--- src/rtl/filter_dot_product.sv ---
// filter_dot_product: signed Q8.8 dot product of one filter's weights with
// an ELEMENTS-long element burst from the vector manager. Weights are
// prefetched into a local register file, products accumulate in Q16.16,
// and the rounded, saturated result is held under a valid/taken handshake.
// Build option: define RELU_OUTPUT_EN to clamp negative results to zero.
module filter_dot_product #(
  parameter int ELEMENTS     = 8,
  parameter int NUM_FILTERS  = 4,
  parameter int W_ADDR_WIDTH = 10
) (
  input  logic                    clock,
  input  logic                    clear,
  input  logic                    en,
  output logic                    busy,
  output logic [W_ADDR_WIDTH-1:0] weight_memory_address,
  output logic                    weight_memory_enable,
  input  logic [15:0]             weight_element,
  output logic                    m_element_requested,
  input  logic                    m_element_ready,
  input  logic [15:0]             m_element,
  output logic [15:0]             result,
  output logic                    result_valid,
  input  logic                    result_taken,
  output logic                    filters_done
);

  localparam int KW = $clog2(ELEMENTS + 1);
  localparam int JW = (ELEMENTS > 1) ? $clog2(ELEMENTS) : 1;
  localparam int FW = (NUM_FILTERS > 1) ? $clog2(NUM_FILTERS) : 1;

  localparam logic [2:0] S_IDLE    = 3'd0;
  localparam logic [2:0] S_LOAD_W  = 3'd1;
  localparam logic [2:0] S_REQUEST = 3'd2;
  localparam logic [2:0] S_STREAM  = 3'd3;
  localparam logic [2:0] S_ROUND   = 3'd4;
  localparam logic [2:0] S_HOLD    = 3'd5;

  logic [2:0]          state;
  logic [KW-1:0]       k;
  logic [JW-1:0]       j;
  logic [FW-1:0]       filter_index;
  logic signed [15:0]  wreg [ELEMENTS];
  logic signed [34:0]  acc;

  logic signed [31:0]  product;
  logic signed [35:0]  rounded_sum;
  logic signed [35:0]  shifted;
  logic signed [15:0]  saturated;
  logic [15:0]         result_next;
  logic [W_ADDR_WIDTH-1:0] filter_base;
  logic                last_filter;

  // Status, memory strobe and one-cycle pulses decoded from the state
  always_comb begin
    busy                 = (state != S_IDLE);
    weight_memory_enable = (state == S_LOAD_W) && (k < KW'(ELEMENTS));
    filter_base          = W_ADDR_WIDTH'(filter_index) * W_ADDR_WIDTH'(ELEMENTS);
    weight_memory_address = weight_memory_enable ? (filter_base + W_ADDR_WIDTH'(k)) : '0;
    m_element_requested  = (state == S_REQUEST);
    last_filter          = (filter_index == FW'(NUM_FILTERS - 1));
    filters_done         = (state == S_HOLD) && result_taken && last_filter;
  end

  // Multiply, round half-up, saturate to Q8.8 and optionally clamp at zero
  always_comb begin
    product     = $signed(wreg[j]) * $signed(m_element);
    rounded_sum = {acc[34], acc} + 36'sd128;
    shifted     = rounded_sum >>> 8;
    if (shifted > 36'sd32767)
      saturated = 16'sh7FFF;
    else if (shifted < -36'sd32768)
      saturated = -16'sh8000;
    else
      saturated = shifted[15:0];
`ifdef RELU_OUTPUT_EN
    result_next = saturated[15] ? '0 : saturated;
`else
    result_next = saturated;
`endif
  end

  // Control FSM, weight prefetch, accumulation and result handshake
  always_ff @(posedge clock) begin
    if (clear) begin
      state        <= S_IDLE;
      k            <= '0;
      j            <= '0;
      filter_index <= '0;
      acc          <= '0;
      result       <= '0;
      result_valid <= 1'b0;
      for (int unsigned i = 0; i < ELEMENTS; i++) wreg[i] <= '0;
    end else begin
      case (state)
        S_IDLE: begin
          if (en) begin
            state <= S_LOAD_W;
            k     <= '0;
          end
        end
        S_LOAD_W: begin
          // Read data lags the address by one cycle, so slot k-1 lands now
          if (k != '0) wreg[JW'(k - 1'b1)] <= weight_element;
          if (k == KW'(ELEMENTS)) state <= S_REQUEST;
          else                    k     <= k + 1'b1;
        end
        S_REQUEST: begin
          acc   <= '0;
          j     <= '0;
          state <= S_STREAM;
        end
        S_STREAM: begin
          if (m_element_ready) begin
            acc <= acc + {{3{product[31]}}, product};
            if (j == JW'(ELEMENTS - 1)) state <= S_ROUND;
            else                        j     <= j + 1'b1;
          end
        end
        S_ROUND: begin
          result       <= result_next;
          result_valid <= 1'b1;
          state        <= S_HOLD;
        end
        S_HOLD: begin
          if (result_taken) begin
            result_valid <= 1'b0;
            state        <= S_IDLE;
            filter_index <= last_filter ? '0 : filter_index + 1'b1;
          end
        end
        default: state <= S_IDLE;
      endcase
    end
  end

endmodule

--- config.mk ---
export PLATFORM = sky130hd
export DESIGN_NAME = filter_dot_product
export DESIGN_NICKNAME = d
export VERILOG_FILES = /design/src/rtl/filter_dot_product.sv
export SDC_FILE = /design/constraint.sdc
export NUM_CORES = 1
export LEC_CHECK = 0
export CAP_MARGIN = 0
export CORE_UTILIZATION = 35
export DETAILED_ROUTE_END_ITERATION = 6
export PLACE_DENSITY = 0.61
export REMOVE_ABC_BUFFERS = 1
export SLEW_MARGIN = 20
export SYNTH_ARGS = -nofsm -noshare
export SYNTH_HDL_FRONTEND = slang
export SYNTH_SLANG_ARGS = --single-unit
--- constraint.sdc ---
create_clock -name clock -period 31.5 [get_ports clock]
set_input_delay 7.875 -clock clock [delete_from_list [all_inputs] [get_ports clock]]
set_output_delay 7.875 -clock clock [all_outputs]
set_load 0.005 [all_outputs]
# [Yosys cells after proc, flatten, opt, wreduce, memory -nomap -nowiden]
# Memories as Yosys holds them, arrays and structs flattened. A register that Yosys moved wholly into a read port is not among the register bits.
# Index checks and enable logic that the tools add are counted.
[word_totals] regBits=64 mem_bits_rw=128 inputBits=37 elab_cells=81 mem_count=1
[op_classes] n_addsub=7 multipliers=1 n_lt_le_gt_ge=3 n_eq_ne=15 muxes=31 n_reduce_logical=16
[memory_table] name="wreg" words=8 width=16 read_ports=1 rd_ports_with_merged_regs=1 write_ports=8 line_no="42" text="logic signed [15:0] wreg [ELEMENTS];"
[ops] cell="$pmux W35 S2" n=1
[ops] cell="$mux W16" n=3
[ops] cell="$add A35 B9 Y36 const B" n=1
[ops] cell="$add A35 B35 Y35" n=1
[ops] cell="$mux W35" n=1
[ops] cell="$mul A16 B16 Y32" n=1
[ops] cell="$mux W3" n=10
[ops] cell="$gt A28 B16 Y1 const B" n=1
[ops] cell="$lt A28 B16 Y1 const B" n=1
[ops] cell="$pmux W3 S6" n=1
[ops] cell="$reduce_or A16 Y1" n=1
[ops] cell="$ne A2 B2 Y1 const B" n=6
[ops] cell="$eq A3 B3 Y1 const B" n=3
[ops] cell="$mux W1" n=8
[ops] cell="$mux W4" n=2
[ops] cell="$pmux W4 S2" n=1
[ops] cell="$add A5 B4 Y6" n=1
[ops] cell="$eq A3 B2 Y1 const B" n=2
[ops] cell="$mux W6" n=1
[ops] cell="$pmux W3 S2" n=1
[ops] cell="$reduce_and A2 Y1" n=3
[ops] cell="$reduce_and A3 Y1" n=2
[ops] cell="$reduce_bool A2 Y1" n=3
[ops] cell="$reduce_and A5 Y1" n=1
[ops] cell="other kinds (15)" n=17

# [Depth between registers and ports, before layout]
[depth] depth_word=7 mapped_depth=39 depth_no_buf=36

# [Worst setup path before layout]
# OpenSTA, ideal clock, no wires.
[synth_timing] path_kind="input to output" start="input result_taken" end="output filters_done" t_arrival_ns=8.158 slack_ns=15.467 cell_stages=2 path_buffers=0 path_cell_list="nand3_1 > nor2_1"
[synth_via] elab_chain_len=2
[synth_lines] item="start, declared" line_no="23" text="input logic result_taken,"
[synth_lines] item="$logic_and A1 B1 Y1 (2 in series)" line_no="61" text="filters_done = (state == S_HOLD) && result_taken && last_filter;"
[synth_lines] item="end, declared" line_no="24" text="output logic filters_done"
# No other way between the ends.

# [Worst setup path after layout]
# Same ends and word-level chain as after synthesis.

==> results.tsv <==
metric	value	unit
setup TNS	0	ns
count of flip-flops with a built-in enable after synthesis	128	
Final Cycle Share	54.3	%
capture instance of the worst register-to-register path	acc[34]	
area of the mapped netlist	20600	um2
count of synthesis-stage warnings from yosys	0	
FF/Latch Area	5190	um2
mean routed wirelength per cell	16.4	um
Vias/cell	5.03	
sequential share of the synthesized area	25.1	%
max-capacitance violation count	0	
maximum number of pins on one net before global-route repair	73	
cell accounting for the most synthesized area	fa_1	
fin. max-slew vios	0	
GR Util All Layers	16.6	%
nature of the critical path endpoint	primary output	
via count of the first global-routing pass	15000	
CP Data Required Time	23.63	ns
number of violations reported at the end of detailed-routing iteration 0	970	
most common library cells after synthesis	inv_1, fa_1, and2_1	
total clock sinks	195	
die span in y	245	um
Mean Syn Cell Area	9.84	um2
synth top area cells	fa_1, edfxtp_1, ha_1	
clock tree from TritonCTS	done	
Synth async-reset ratio	0	%
HP Start	acc[0]	
CTS max path bufs	2	
relative slew slack	34.1	%
clock slew seen by the registers of the worst setup and hold paths	0.08	ns
wire length of the first global-routing pass	78.2	mm
total iterations of the first detailed-routing run	5	
portion of netlist area occupied by mux cells	4.59	%
result of the run	completed	
post-CTS resize count	0	
sum of overflow across all layers after global routing	0	
total of buffers placed on input and output ports	63	
maximum fanout count along the critical path	5	
minimum setup slack among reg-to-reg paths	21.21	ns
commonest register cell after synthesis	edfxtp_1	
number of rows in the core area	88	
distinct cell type count after synthesis	68	
half-perimeter wire length after detailed placement	35.6	mm
Compound-Gate Fraction of Synth Area	7.60	%
worst-skew pair later-pin latency	0.50	ns
RePlAce Congestion	0.866	
post-synthesis simple-gate area fraction	18.1	%
gate count of the mapped netlist	2096	
cell with the most instances after synthesis	inv_1	
HP Class	register to register	
number of buffers added by the clock tree synthesis step	17	
Place WS	14.39	ns
number of H-tree levels	4	
final routed DRC violation total	0	
fill count	5854	
final critical path time including I/O delays and setup	17.10	ns
total via count after detailed routing	14600	
dominant combinational cell family by area after synthesis	adder cells	
clock tree skew after final layout	0.0256	ns
antenna fix cells	0	
Starting Density	35.6	%
antenna violations before repair	0	
worst hold endpoint	acc[0]	
number of top-level pins	68	
die footprint	59900	um2
number of setup buffers added after CTS	0	
cell depth of the worst flop-to-flop path	34	
sum of routed wire length over all layers	47.4	mm
Arr. time, crit path	9.22	ns
register bit count reported by yosys	195	
post-layout net count	2543	
Std-Cell Core Area	57900	um2
Max Fclk	58.5	MHz
transition time at the pin with the least slew margin	0.987	ns
area of the multi-input gates	13900	um2
Die Width	245	um
cts-stage hold buffer count	0	
final setup vio count	0	
xor and xnor area share after synthesis	3.61	%
layout cells sized above 1	5.87	%
Syn-to-layout area delta	9.82	%
final worst setup slack	14.40	ns
cell count of the worst hold path	2	
area share of fa/ha/maj cells after synthesis	33.1	%
number of hold violations in the final report	0	
worst setup path class	input pin to primary output	
root cell of the clock tree	clkbuf_16	
count of antenna-violating nets left after detailed routing	0	
top-area cell type share of the netlist area	25.5	%
CP startpoint kind	input pin	
setup repair after global routing missed its margin	false	
[per-stage QoR]
stage	utilization [%]	hold WS (ns)	cells	instance area [um2]
after floorplan	-	0.430	2018	20300
after global placement	38.0	0.445	2864	22000
after detailed placement	38.0	0.450	2864	22000
after CTS	39.1	0.462	2896	22600
after global routing	39.1	0.487	2896	22600
final	39.1	0.461	2896	22600
[cell type report]
| cell class | count | area share (%) |
|---|---|---|
| Multi-Input combinational cell | 1482 | 61.2 |
| Clock inverter | 15 | 0.823 |
| Clock buffer | 17 | 1.88 |
| Sequential cell | 195 | 22.9 |
| Inverter | 341 | 5.65 |
| Tap cell | 765 | 4.23 |
| Timing Repair Buffer | 81 | 3.36 |
[critical path, cell delays in order]
cell and delay (ns):
clkdlybuf4s50_1 0.51, nand3_1 0.18, nor2_1 0.14, clkdlybuf4s50_1 0.51
[how the worst max path moves through the flow]
stage	startpoint	slack [ns]	cells after the start	endpoint
after floorplan	result_taken	15.47	2	filters_done
after global placement	result_taken	14.41	4	filters_done
after detailed placement	result_taken	14.39	4	filters_done
after CTS	result_taken	14.39	4	filters_done
after global routing	result_taken	14.34	4	filters_done
final	result_taken	14.40	4	filters_done
[per-layer routing]
| metal | part of all wire, % | up-vias | GRT usage [%] |
|---|---|---|---|
| met1 | 42 | 7423 | 20.8 |
| met4 | 1.8 | 0 | 4.36 |
| met2 | 52 | 265 | 29.4 |
| li1 | - | 6834 | - |
| met3 | 3.4 | 54 | 2.74 |
| met5 | 0 | - | 0 |
[cell usage in the layout (no fill, tap or decap), drive strengths merged, types with 12 or more instances in the layout]
master,synthesis,final
xor2,18,18
edfxtp,128,128
o21ai,35,35
clkbuf,71,17
nand4,13,13
o21bai,12,12
nor2,93,93
nand2b,24,24
nor2b,43,43
nor3,32,32
or2,12,12
nand2,175,175
mux4,32,32
a21o,23,23
inv,341,352
clkdlybuf4s50,0,62
mux2,13,13
dfxtp,67,67
buf,10,19
a21oi,90,90
nand3,44,44
and2,233,233
ha,125,125
xnor2,67,67
a211oi,20,20
fa,263,263
[flip-flops by register name, summed over array words and instances, names as in the netlist, named ones only]
signal        flops
result           16
j                 3
wreg            128
result_valid      1
filter_index      2
k                 4
acc              35
state             3
[kinds of logic (layout without fill, tap and decap cells)]
family,count (synthesis),in the layout
buffers and inverters,422,454
DFF,195,195
adders and majority gates,388,388
muxes,53,53
and+or+nand+nor,709,709
other,1,4
xor gates and xnor gates,85,85
AOI/OAI and AO/OA,243,243
Power is not shown: default switching activity piles up to over one toggle a cycle in this logic, so the estimate is an artifact.
